**config.mk**
```make
export PLATFORM = sky130hd
export DESIGN_NAME = instr_fetch_unit
export DESIGN_NICKNAME = d
export VERILOG_FILES = /design/src/rtl/cpu_pkg.sv /design/src/rtl/fetch_fifo.sv /design/src/rtl/instr_fetch_unit.sv
export SDC_FILE = /design/constraint.sdc
export NUM_CORES = 1
export LEC_CHECK = 0
export CAP_MARGIN = 30
export CORE_AREA = 3 3 103 105
export CTS_BUF_LIST = sky130_fd_sc_hd__clkbuf_16
export CTS_CLUSTER_DIAMETER = 40
export CTS_CLUSTER_SIZE = 24
export DETAILED_ROUTE_END_ITERATION = 8
export DIE_AREA = 0 0 106 108
export PLACE_DENSITY_LB_ADDON = 0.08
export SLEW_MARGIN = 20
export SYNTH_ARGS = -nofsm -noshare
export SYNTH_HDL_FRONTEND = slang
export SYNTH_HIERARCHICAL = 1
export SYNTH_SLANG_ARGS = --single-unit
```
**constraint.sdc**
```tcl
create_clock -name clk -period 2.6 [get_ports clk]
set_input_delay 0.26 -clock clk [delete_from_list [all_inputs] [get_ports clk]]
set_output_delay 0.26 -clock clk [all_outputs]
set_load 0.01 [all_outputs]
```
**src/rtl/cpu_pkg.sv**
```systemverilog
// Shared core definitions: instruction geometry and opcode encodings used by
// the fetch unit, the control unit and the fetch bench.
package cpu_pkg;

    localparam int PC_W    = 8;
    localparam int INSTR_W = 16;
    localparam int OPC_W   = 4;
    localparam int OPC_LSB = INSTR_W - OPC_W;

    typedef enum logic [OPC_W-1:0] {
        OP_ADD  = 4'd0,
        OP_SUB  = 4'd1,
        OP_LT   = 4'd2,
        OP_OR   = 4'd3,
        OP_AND  = 4'd4,
        OP_SHL  = 4'd5,
        OP_ST   = 4'd6,
        OP_LD   = 4'd7,
        OP_SLI  = 4'd8,
        OP_BR   = 4'd9,
        OP_JUMP = 4'd10
    } opcode_e;

    function automatic logic [OPC_W-1:0] opcode_of(input logic [INSTR_W-1:0] instr);
        return instr[INSTR_W-1:OPC_LSB];
    endfunction

endpackage

```
**src/rtl/fetch_fifo.sv**
```systemverilog
// Small synchronous FIFO of {pc, instr} entries with flush; the head is read
// straight out of storage so the consumer sees it in the cycle it becomes valid.
module fetch_fifo #(
    parameter int DEPTH = 2,
    parameter int W     = 24
) (
    input  logic                         clk,
    input  logic                         rst_n,
    input  logic                         flush_i,
    input  logic                         push_i,
    input  logic                         pop_i,
    input  logic [W-1:0]                 wdata_i,
    output logic [W-1:0]                 rdata_o,
    output logic [$clog2(DEPTH+1)-1:0]   count_o,
    output logic                         empty_o
);

    localparam int PTR_W = $clog2(DEPTH);
    localparam int CNT_W = $clog2(DEPTH + 1);

    logic [DEPTH-1:0][W-1:0] mem_q;
    logic [PTR_W-1:0]        rd_ptr_q, wr_ptr_q;
    logic [CNT_W-1:0]        count_q;
    logic                    full, do_push, do_pop;

    function automatic logic [PTR_W-1:0] ptr_inc(input logic [PTR_W-1:0] p);
        return (p == PTR_W'(DEPTH - 1)) ? '0 : p + PTR_W'(1);
    endfunction

    assign empty_o = (count_q == '0);
    assign full    = (count_q == CNT_W'(DEPTH));
    assign do_pop  = pop_i && !empty_o;
    // A full FIFO may still accept when the head leaves in the same cycle.
    assign do_push = push_i && (!full || do_pop);

    always_ff @(posedge clk or negedge rst_n) begin
        if (!rst_n) begin
            mem_q    <= '0;
            rd_ptr_q <= '0;
            wr_ptr_q <= '0;
            count_q  <= '0;
        end else if (flush_i) begin
            rd_ptr_q <= '0;
            wr_ptr_q <= '0;
            count_q  <= '0;
        end else begin
            if (do_push) begin
                mem_q[wr_ptr_q] <= wdata_i;
                wr_ptr_q        <= ptr_inc(wr_ptr_q);
            end
            if (do_pop) rd_ptr_q <= ptr_inc(rd_ptr_q);
            count_q <= count_q + CNT_W'(do_push) - CNT_W'(do_pop);
        end
    end

    assign rdata_o = mem_q[rd_ptr_q];
    assign count_o = count_q;

endmodule

```
**src/rtl/instr_fetch_unit.sv**
```systemverilog
// Fetch stage: owns the PC, issues synchronous imem reads, buffers responses
// and hands instructions to decode over valid/ready; redirects flush the stage.
module instr_fetch_unit #(
    parameter int PC_W    = cpu_pkg::PC_W,
    parameter int INSTR_W = cpu_pkg::INSTR_W,
    parameter int DEPTH   = 2
) (
    input  logic                      clk,
    input  logic                      rst_n,
    output logic                      imem_req,
    output logic [PC_W-1:0]           imem_addr,
    input  logic [INSTR_W-1:0]        imem_rdata,
    output logic [INSTR_W-1:0]        instr,
    output logic [cpu_pkg::OPC_W-1:0] opcode,
    output logic [PC_W-1:0]           instr_pc,
    output logic                      instr_valid,
    input  logic                      instr_ready,
    input  logic                      redirect_valid,
    input  logic [PC_W-1:0]           redirect_pc
);

    localparam int CNT_W = $clog2(DEPTH + 1);
    localparam int ENT_W = PC_W + INSTR_W;

    logic [PC_W-1:0]  pc_q, pc_d;
    logic [PC_W-1:0]  req_pc_q;
    logic             inflight_q;
    logic             issue, pop, fifo_pop, fifo_push, fifo_empty;
    logic [CNT_W-1:0] fifo_count;
    logic [CNT_W:0]   occ, lim;
    logic [ENT_W-1:0] head;

    assign pop       = instr_valid && instr_ready;
    assign fifo_pop  = pop && !redirect_valid;
    // The only response that can be in flight during a redirect arrives in
    // that same cycle, so killing it is simply suppressing its push.
    assign fifo_push = inflight_q && !redirect_valid;

    // Issue only if the returning word is guaranteed a FIFO slot.
    assign occ   = {1'b0, fifo_count} + (CNT_W+1)'(inflight_q);
    assign lim   = (CNT_W+1)'(DEPTH) + (CNT_W+1)'(pop);
    assign issue = (occ < lim) && !redirect_valid;

    assign imem_req  = issue && rst_n;
    assign imem_addr = pc_q;

    always_comb begin
        pc_d = pc_q;
        if (redirect_valid) pc_d = redirect_pc;
        else if (issue)     pc_d = pc_q + PC_W'(1);
    end

    always_ff @(posedge clk or negedge rst_n) begin
        if (!rst_n) begin
            pc_q       <= '0;
            req_pc_q   <= '0;
            inflight_q <= 1'b0;
        end else begin
            pc_q       <= pc_d;
            inflight_q <= issue;
            if (issue) req_pc_q <= pc_q;
        end
    end

    fetch_fifo #(
        .DEPTH (DEPTH),
        .W     (ENT_W)
    ) u_fifo (
        .clk     (clk),
        .rst_n   (rst_n),
        .flush_i (redirect_valid),
        .push_i  (fifo_push),
        .pop_i   (fifo_pop),
        .wdata_i ({req_pc_q, imem_rdata}),
        .rdata_o (head),
        .count_o (fifo_count),
        .empty_o (fifo_empty)
    );

    assign instr_valid = !fifo_empty;
    assign instr       = head[INSTR_W-1:0];
    assign instr_pc    = head[ENT_W-1:INSTR_W];
    assign opcode      = instr[INSTR_W-1 -: cpu_pkg::OPC_W];

endmodule
```
==> results of run 1 <==
## cells in the final DEF, fill, tap and decap left out, types with 2 or more instances in the layout
cell / instances
a31oi_1: 3
and2_2: 2
and3_1: 2
and4_1: 3
buf_12: 2
buf_4: 9
bufinv_16: 4
clkbuf_16: 9
clkdlybuf4s50_1: 63
clkinvlp_4: 2
dfrtp_1: 69
ha_1: 5
inv_1: 6
mux2_2: 60
mux2_4: 20
nand2_1: 13
nor2_1: 11
nor2b_1: 2
o2111ai_1: 3
o211a_1: 3
o211ai_1: 7
o21a_1: 2
or3b_2: 2
or3b_4: 2
## power by group
group          leakage [nW]  total (W)  internal (W)  switching, W
clock                 0.173    0.00148       0.00103      0.000451
combinational         0.970    0.00130      0.000865      0.000440
sequential            0.849    0.00165       0.00143      0.000215
total                  1.99    0.00443       0.00332       0.00111
## stage by stage
step | setup WS [ps] | utilization | total power, W | cells | hold WS [ps]
after global placement | 171 | 0.430 | 0.00296 | 439 | 482
after detailed placement | 180 | 0.430 | 0.00298 | 439 | 487
after CTS | 125 | 0.468 | 0.00450 | 455 | 245
final | 153 | 0.472 | 0.00443 | 457 | 468
after floorplan | 351 | - | 0.00238 | 248 | -35.6
after global routing | 75.1 | 0.472 | 0.00468 | 457 | 497
## layer usage
layer | part of all wire | global-route usage | up-vias
met1 | 0.49 | 0.194 | 1081
li1 | - | - | 1043
met5 | 0 | 0 | -
met3 | 0.038 | 0.0263 | 12
met2 | 0.45 | 0.203 | 49
met4 | 0.021 | 0.0675 | 0
## flip-flops by register name, summed over array words and instances, names as in the netlist
name	cells
inflight_q	1
u_fifo/mem_q	48
u_fifo/wr_ptr_q	1
imem_addr	8
u_fifo/count_o	2
req_pc_q	8
u_fifo/rd_ptr_q	1
## timing repair
action	in CTS	in global routing
gates resized for setup	1	0
hold buffers	0	1
setup endpoints to repair	1	0
hold endpoints to repair	0	13
## kinds of logic after synthesis
logic type	after synthesis	share of synthesized area
buffers and inverters	23	0.0424
AND/OR/NAND/NOR	44	0.0753
multiplexers	80	0.288
adder cells (fa/ha/maj)	5	0.0184
XOR/XNOR	2	0.00517
flip-flops	69	0.509
AO/OA/AOI/OAI	25	0.0620
## worst max-delay path: stages, from the launching register on
cell	delay [ps]
dfrtp_1	420
ha_1	310
or3b_4	410
a211oi_4	250
and2_2	200
dlygate4sd2_1	270
## how the worst min path moves through the flow
stage | depth (start not counted) | to | slack, ps
floorplan | 0 | imem_addr[0]$_DFFE_PN0P_ | -40
global placement | 1 | u_fifo/mem_q[6]$_DFFE_PN0P_ | 480
detailed placement | 1 | u_fifo/mem_q[25]$_DFFE_PN0P_ | 490
CTS | 2 | u_fifo/count_o[0]$_DFF_PN0_ | 240
global route | 3 | imem_addr[1]$_DFFE_PN0P_ | 500
finish | 3 | u_fifo/count_o[0]$_DFF_PN0_ | 470
## final cells by class
type,instances,area [µm²],share of cell area
Sequential cell,69,1730,0.376
Multi-Input combinational cell,156,1520,0.332
Clock buffer,9,225,0.0491
Clock inverter,7,139,0.0303
Tap cell,133,166,0.0363
Timing Repair Buffer,78,790,0.172
Inverter,5,18.8,0.00409
==> run summary, run 1 <==
OUTCOME
-------------------------------------------------------------------------------------------
Run status                                                                     finished, final reports clean

YOSYS
-------------------------------------------------------------------------------------------
Cells after synthesis                                                                   248
Top cells by area, synth                                                       dfrtp_1 51%, mux2_2 20%, mux2_4 8.9%, ha_1 1.8%, o211ai_1 1.5%
Distinct cell type count of the synthesized netlist                                      39
Sequential fraction of the synthesis area                                             0.509
Synth Area per Inst                                                                13.7 µm²
Flip-flop and latch count after synthesis                                                69
Synthesized netlist net count                                                           281
Number of enable flip-flop cells after synthesis                                          0
Main flop type after synthesis                                                      dfrtp_1
Share of the synthesized area in the top cell type                                    0.509
Most common library cells after synthesis                                      69 x dfrtp_1, 60 x mux2_2, 20 x mux2_4
Synthesized cell area                                                           0.00339 mm²
Post-synthesis cell type with the largest combined area                             dfrtp_1
Share of synthesized registers carrying an async set or reset                          1.00
Most instantiated library cell after synthesis                                      dfrtp_1
Syn. warnings                                                                             6

STA
-------------------------------------------------------------------------------------------
Worst-case clock skew                                                               6.81 ps
Slew headroom                                                                         0.776
Final setup violating endpoints                                                           0
Post-layout minimum cycle time                                                      2450 ps
Achievable Freq                                                                     409 MHz
Setup TNS after final layout                                                           0 ps
Number of pins with negative max-slew slack in the final report                           0
Hold Fails Final Rpt                                                                      0
Actual slew at the worst max-slew pin                                                337 ps
RSZ-0062 raised after global routing                                                  false
Final period util                                                                     0.941

DRT
-------------------------------------------------------------------------------------------
Router iterations before antenna repair                                                   4
Count of unresolved DRC violations after routing                                          0
Residual antenna-violating net count after detailed routing                               0
Total Routed Length                                                                 7250 µm
Drt via density                                                                        4.78
Number of design-rule violations left by the first detailed-router iteration             49
Post-DR wirelength/cell                                                             15.9 µm
Total number of vias                                                                   2185

FLOORPLANNING
-------------------------------------------------------------------------------------------
I/O Pins                                                                                 66
Die height                                                                           108 µm
Std cell rows                                                                            36
Horizontal die dimension                                                             106 µm
Overall die area                                                                 0.0114 mm²
Initial core utilization                                                              0.349
Core ar.                                                                        0.00973 mm²

CLOCK TREE
-------------------------------------------------------------------------------------------
CTS tree                                                                               done
Post-CTS Setup Repair Bufs                                                                0
Clock buffer count from CTS                                                               9
Clock edge transition at the registers on the reported setup and hold paths           60 ps
Number of buffers on the longest clock path                                               2
Latest clock arrival within the worst-skew pair                                      330 ps
Number of H-tree levels                                                                   3
CTS root buffer                                                                   clkbuf_16
Sinks on Clock Net                                                                       69

GLOBAL ROUTING
-------------------------------------------------------------------------------------------
Number of global-route vias before repair                                              2269
Overall Global Routing Usage                                                          0.137
Global-route wire length before repair                                             12200 µm
Largest net degree at the start of global routing                                        70
GRT overflow                                                                              0
Number of antenna violations at the first check in global routing                         0

WORST HOLD PATH
-------------------------------------------------------------------------------------------
Worst hold path class                                                              in2async

WORST SETUP PATH
-------------------------------------------------------------------------------------------
Cells on worst reg2reg path                                                              11
Minimum setup slack among reg-to-reg paths                                           340 ps
Start point of the critical path                                               u_fifo/count_o[0]$_DFF_PN0_
Startpoint of the worst register-to-register path                              u_fifo/count_o[1]$_DFF_PN0_
End of the worst register-to-register path                                     u_fifo/count_o[1]$_DFF_PN0_
Maximum fanout along the worst path                                                       5
Critical path start-end classification                                              reg2out
Critical path launch point type                                                   flip-flop
Setup crit end                                                                     imem_req
Type of element capturing the critical path                                      output pin
Crit path arrival time                                                              2190 ps
Required time reported for the critical path endpoint                               2340 ps

PLACE
-------------------------------------------------------------------------------------------
Number of port buffers                                                                   65
Dpl cell area                                                                   0.00419 mm²
RD Place Congestion                                                                   0.717
Half-perimeter wire length after placement                                          4720 µm

FINISH
-------------------------------------------------------------------------------------------
Share of layout cells above drive strength 1                                          0.364
Filler Cell Count                                                                       914
P&R area growth vs syn                                                                35.3%
Diodes inserted                                                                           0
Area of all placed cells without fillers                                        0.00459 mm²
Net count, final                                                                        352

POWER
-------------------------------------------------------------------------------------------
Areal power density over the cells                                               966 mW/mm²
Maximum vdd drop                                                                 0.000393 V
Cell leakage power                                                                  1.99 nW

JOB
-------------------------------------------------------------------------------------------
Max Cap Violations                                                                        0

No activity file was read; power rests on OpenSTA's default activity.
==> run 2, diff against run 1 <==
--- a/config.mk
+++ b/config.mk
@@ -13,6 +13,7 @@
 export DETAILED_ROUTE_END_ITERATION = 8
 export DIE_AREA = 0 0 106 108
 export PLACE_DENSITY_LB_ADDON = 0.08
+export REMOVE_ABC_BUFFERS = 1
 export SLEW_MARGIN = 20
 export SYNTH_ARGS = -nofsm -noshare
 export SYNTH_HDL_FRONTEND = slang
==> run summary, run 2 (synthesis gave the netlist of run 1 again) <==
OUTCOME
-------------------------------------------------------------------------------------------
Run status                                                                     finished, final reports clean

WORST SETUP PATH
-------------------------------------------------------------------------------------------
Startpoint of the worst register-to-register path                              u_fifo/count_o[1]$_DFF_PN0_
Maximum fanout along the worst path                                                       5   unchanged
Start point of the critical path                                               u_fifo/count_o[0]$_DFF_PN0_
Crit path arrival time                                                              2150 ps   -40 ps
Required time reported for the critical path endpoint                               2340 ps   about the same
Critical path launch point type                                                   flip-flop
Type of element capturing the critical path                                      output pin
Minimum setup slack among reg-to-reg paths                                           300 ps   -40 ps
Critical path start-end classification                                              reg2out

CLOCK TREE
-------------------------------------------------------------------------------------------
CTS tree                                                                               done
CTS root buffer                                                                   clkbuf_16
Number of buffers on the longest clock path                                               2   unchanged
Clock edge transition at the registers on the reported setup and hold paths           50 ps   about the same
Number of H-tree levels                                                                   3   unchanged
Sinks on Clock Net                                                                       69   unchanged
Latest clock arrival within the worst-skew pair                                      320 ps   about the same
Clock buffer count from CTS                                                               9   unchanged

STA
-------------------------------------------------------------------------------------------
Post-layout minimum cycle time                                                      2410 ps   -31.9 ps
Hold Fails Final Rpt                                                                      0   unchanged
Achievable Freq                                                                     414 MHz   +1.3%
Final setup violating endpoints                                                           0   unchanged
Slew headroom                                                                         0.705   -0.0702
Number of pins with negative max-slew slack in the final report                           0   unchanged
Final period util                                                                     0.929   -0.0123
Tightest hold margin                                                                 500 ps   +32.5 ps
Setup TNS after final layout                                                           0 ps   unchanged
Setup slack after layout                                                             185 ps   +31.9 ps
Actual slew at the worst max-slew pin                                                440 ps   +104 ps
RSZ-0062 raised after global routing                                                  false
Worst-case clock skew                                                               5.20 ps   -1.60 ps

FINISH
-------------------------------------------------------------------------------------------
Share of layout cells above drive strength 1                                          0.362   -0.00197
Leading cell type in the layout, fill and taps excluded                             dfrtp_1
Net count, final                                                                        352   unchanged
Flip-flop count of the largest register, all copies and words added                      48   unchanged
P&R area growth vs syn                                                                32.8%
Filler Cell Count                                                                       928   +1.5%
Commonest non-fill, non-tap cells in the layout                                69 x dfrtp_1, 63 x clkdlybuf4s50_1, 60 x mux2_2
Most flops, register                                                           u_fifo/mem_q
Area of all placed cells without fillers                                        0.00451 mm²   -1.8%
Total area of multi-input combinational cells                                   0.00152 mm²   unchanged
Final standard cell count with taps included and fillers excluded                       456   -0.22%
Diodes inserted                                                                           0   unchanged
Reg area                                                                        0.00173 mm²   unchanged

DRT
-------------------------------------------------------------------------------------------
Post-DR wirelength/cell                                                             15.8 µm   -0.33%
Residual antenna-violating net count after detailed routing                               0   unchanged
Count of unresolved DRC violations after routing                                          0   unchanged
Number of design-rule violations left by the first detailed-router iteration             62   +27%
Router iterations before antenna repair                                                   4   unchanged
Drt via density                                                                        4.78   about the same
Total number of vias                                                                   2179   -0.27%
Total Routed Length                                                                 7210 µm   -0.55%

FLOORPLANNING
-------------------------------------------------------------------------------------------
Std cell rows                                                                            36   unchanged
I/O Pins                                                                                 66   unchanged
Die height                                                                           108 µm   unchanged
Horizontal die dimension                                                             106 µm   unchanged
Initial core utilization                                                              0.349   unchanged
Core ar.                                                                        0.00973 mm²   unchanged
Overall die area                                                                 0.0114 mm²   unchanged

GLOBAL ROUTING
-------------------------------------------------------------------------------------------
Number of global-route vias before repair                                              2223   -2.0%
Global-route wire length before repair                                             11800 µm   -3.2%
Largest net degree at the start of global routing                                        70   unchanged
GRT overflow                                                                              0   unchanged
Overall Global Routing Usage                                                          0.131   -0.00608
Number of antenna violations at the first check in global routing                         0   unchanged

PLACE
-------------------------------------------------------------------------------------------
Number of port buffers                                                                   65   unchanged
Cell total after placement                                                              439   unchanged
Post-Place Worst Slack                                                               193 ps   +12.9 ps
Half-perimeter wire length after placement                                          4630 µm   -2.0%
Dpl cell area                                                                   0.00419 mm²   unchanged
RD Place Congestion                                                                   0.720   +0.38%

POWER
-------------------------------------------------------------------------------------------
Logic gate share of total power                                                       0.316   +0.022
Areal power density over the cells                                               910 mW/mm²   -5.8%
Maximum vdd drop                                                                 0.000288 V   -27%
Int Pwr                                                                           0.00302 W   -9.1%
Power dissipated by switching net loads                                           0.00108 W   -2.6%
Cell leakage power                                                                  1.96 nW   -1.5%
Share of total power in sequential cells                                              0.402   +0.031
Fraction of power consumed by the clock network                                       0.282   -0.052
Switching share of power                                                              0.263   +0.0132

JOB
-------------------------------------------------------------------------------------------
Max Cap Violations                                                                        0   unchanged

WORST HOLD PATH
-------------------------------------------------------------------------------------------
Worst Hold Launch                                                              u_fifo/mem_q[18]$_DFFE_PN0P_
Worst hold path class                                                               reg2reg

==> run 2: timing repair <==
item                                    in CTS  in global routing
setup buffers                                0                  0
hold buffers                                 0                  1
hold endpoints to repair                     0                 15
gates resized for setup                      1                  0
endpoints found under the setup margin       1                  0
==> run 2: stage by stage <==
stage                      util  total power (W)
after floorplan               -          0.00234
after detailed placement  0.430          0.00297
after CTS                 0.459          0.00417
final                     0.463          0.00410
after global routing      0.463          0.00434
after global placement    0.430          0.00295
==> run 2: layout make-up <==
cell class	instances	share of cell area
flip-flops and latches	69	0.383
multi-input cells	156	0.338
repair buffers	78	0.175
clock buffers	9	0.0500
well taps	133	0.0369
clock inverters	6	0.0125
inverters	5	0.00417
==> run 2: power by group through the flow <==
| stage | registers, W | logic (W) | clock network (W) |
|---|---|---|---|
| after floorplan | 0.00160 | 0.000740 | 0 |
| after global placement | 0.00165 | 0.00130 | 0 |
| after detailed placement | 0.00166 | 0.00131 | 0 |
| after CTS | 0.00165 | 0.00131 | 0.00121 |
| after global routing | 0.00170 | 0.00140 | 0.00124 |
| final | 0.00165 | 0.00130 | 0.00116 |
==> run 2: final timing paths <==
kind	cells past startpoint	end
setup / recovery	5	imem_req
hold / removal	1	u_fifo/mem_q[18]$_DFFE_PN0P_
setup reg to reg	11	u_fifo/count_o[1]$_DFF_PN0_
hold reg to reg	1	u_fifo/mem_q[18]$_DFFE_PN0P_
max in group asynchronous	4	u_fifo/mem_q[44]$_DFFE_PN0P_
min in group asynchronous	3	u_fifo/mem_q[31]$_DFFE_PN0P_
==> run 2: worst max-delay path: stages (launching register included) <==
cell and delay, ps:
dfrtp_1 420, ha_1 310, or3b_4 410, a211oi_4 250
and2_2 180, dlygate4sd2_1 270
==> run 2: metal layers <==
| metal | vias up | part of all wire | global-route usage |
|---|---|---|---|
| li1 | 1034 | - | - |
| met1 | 1089 | 0.51 | 0.189 |
| met2 | 52 | 0.43 | 0.191 |
| met3 | 4 | 0.045 | 0.0299 |
| met4 | 0 | 0.0074 | 0.0527 |
| met5 | - | 0 | 0 |
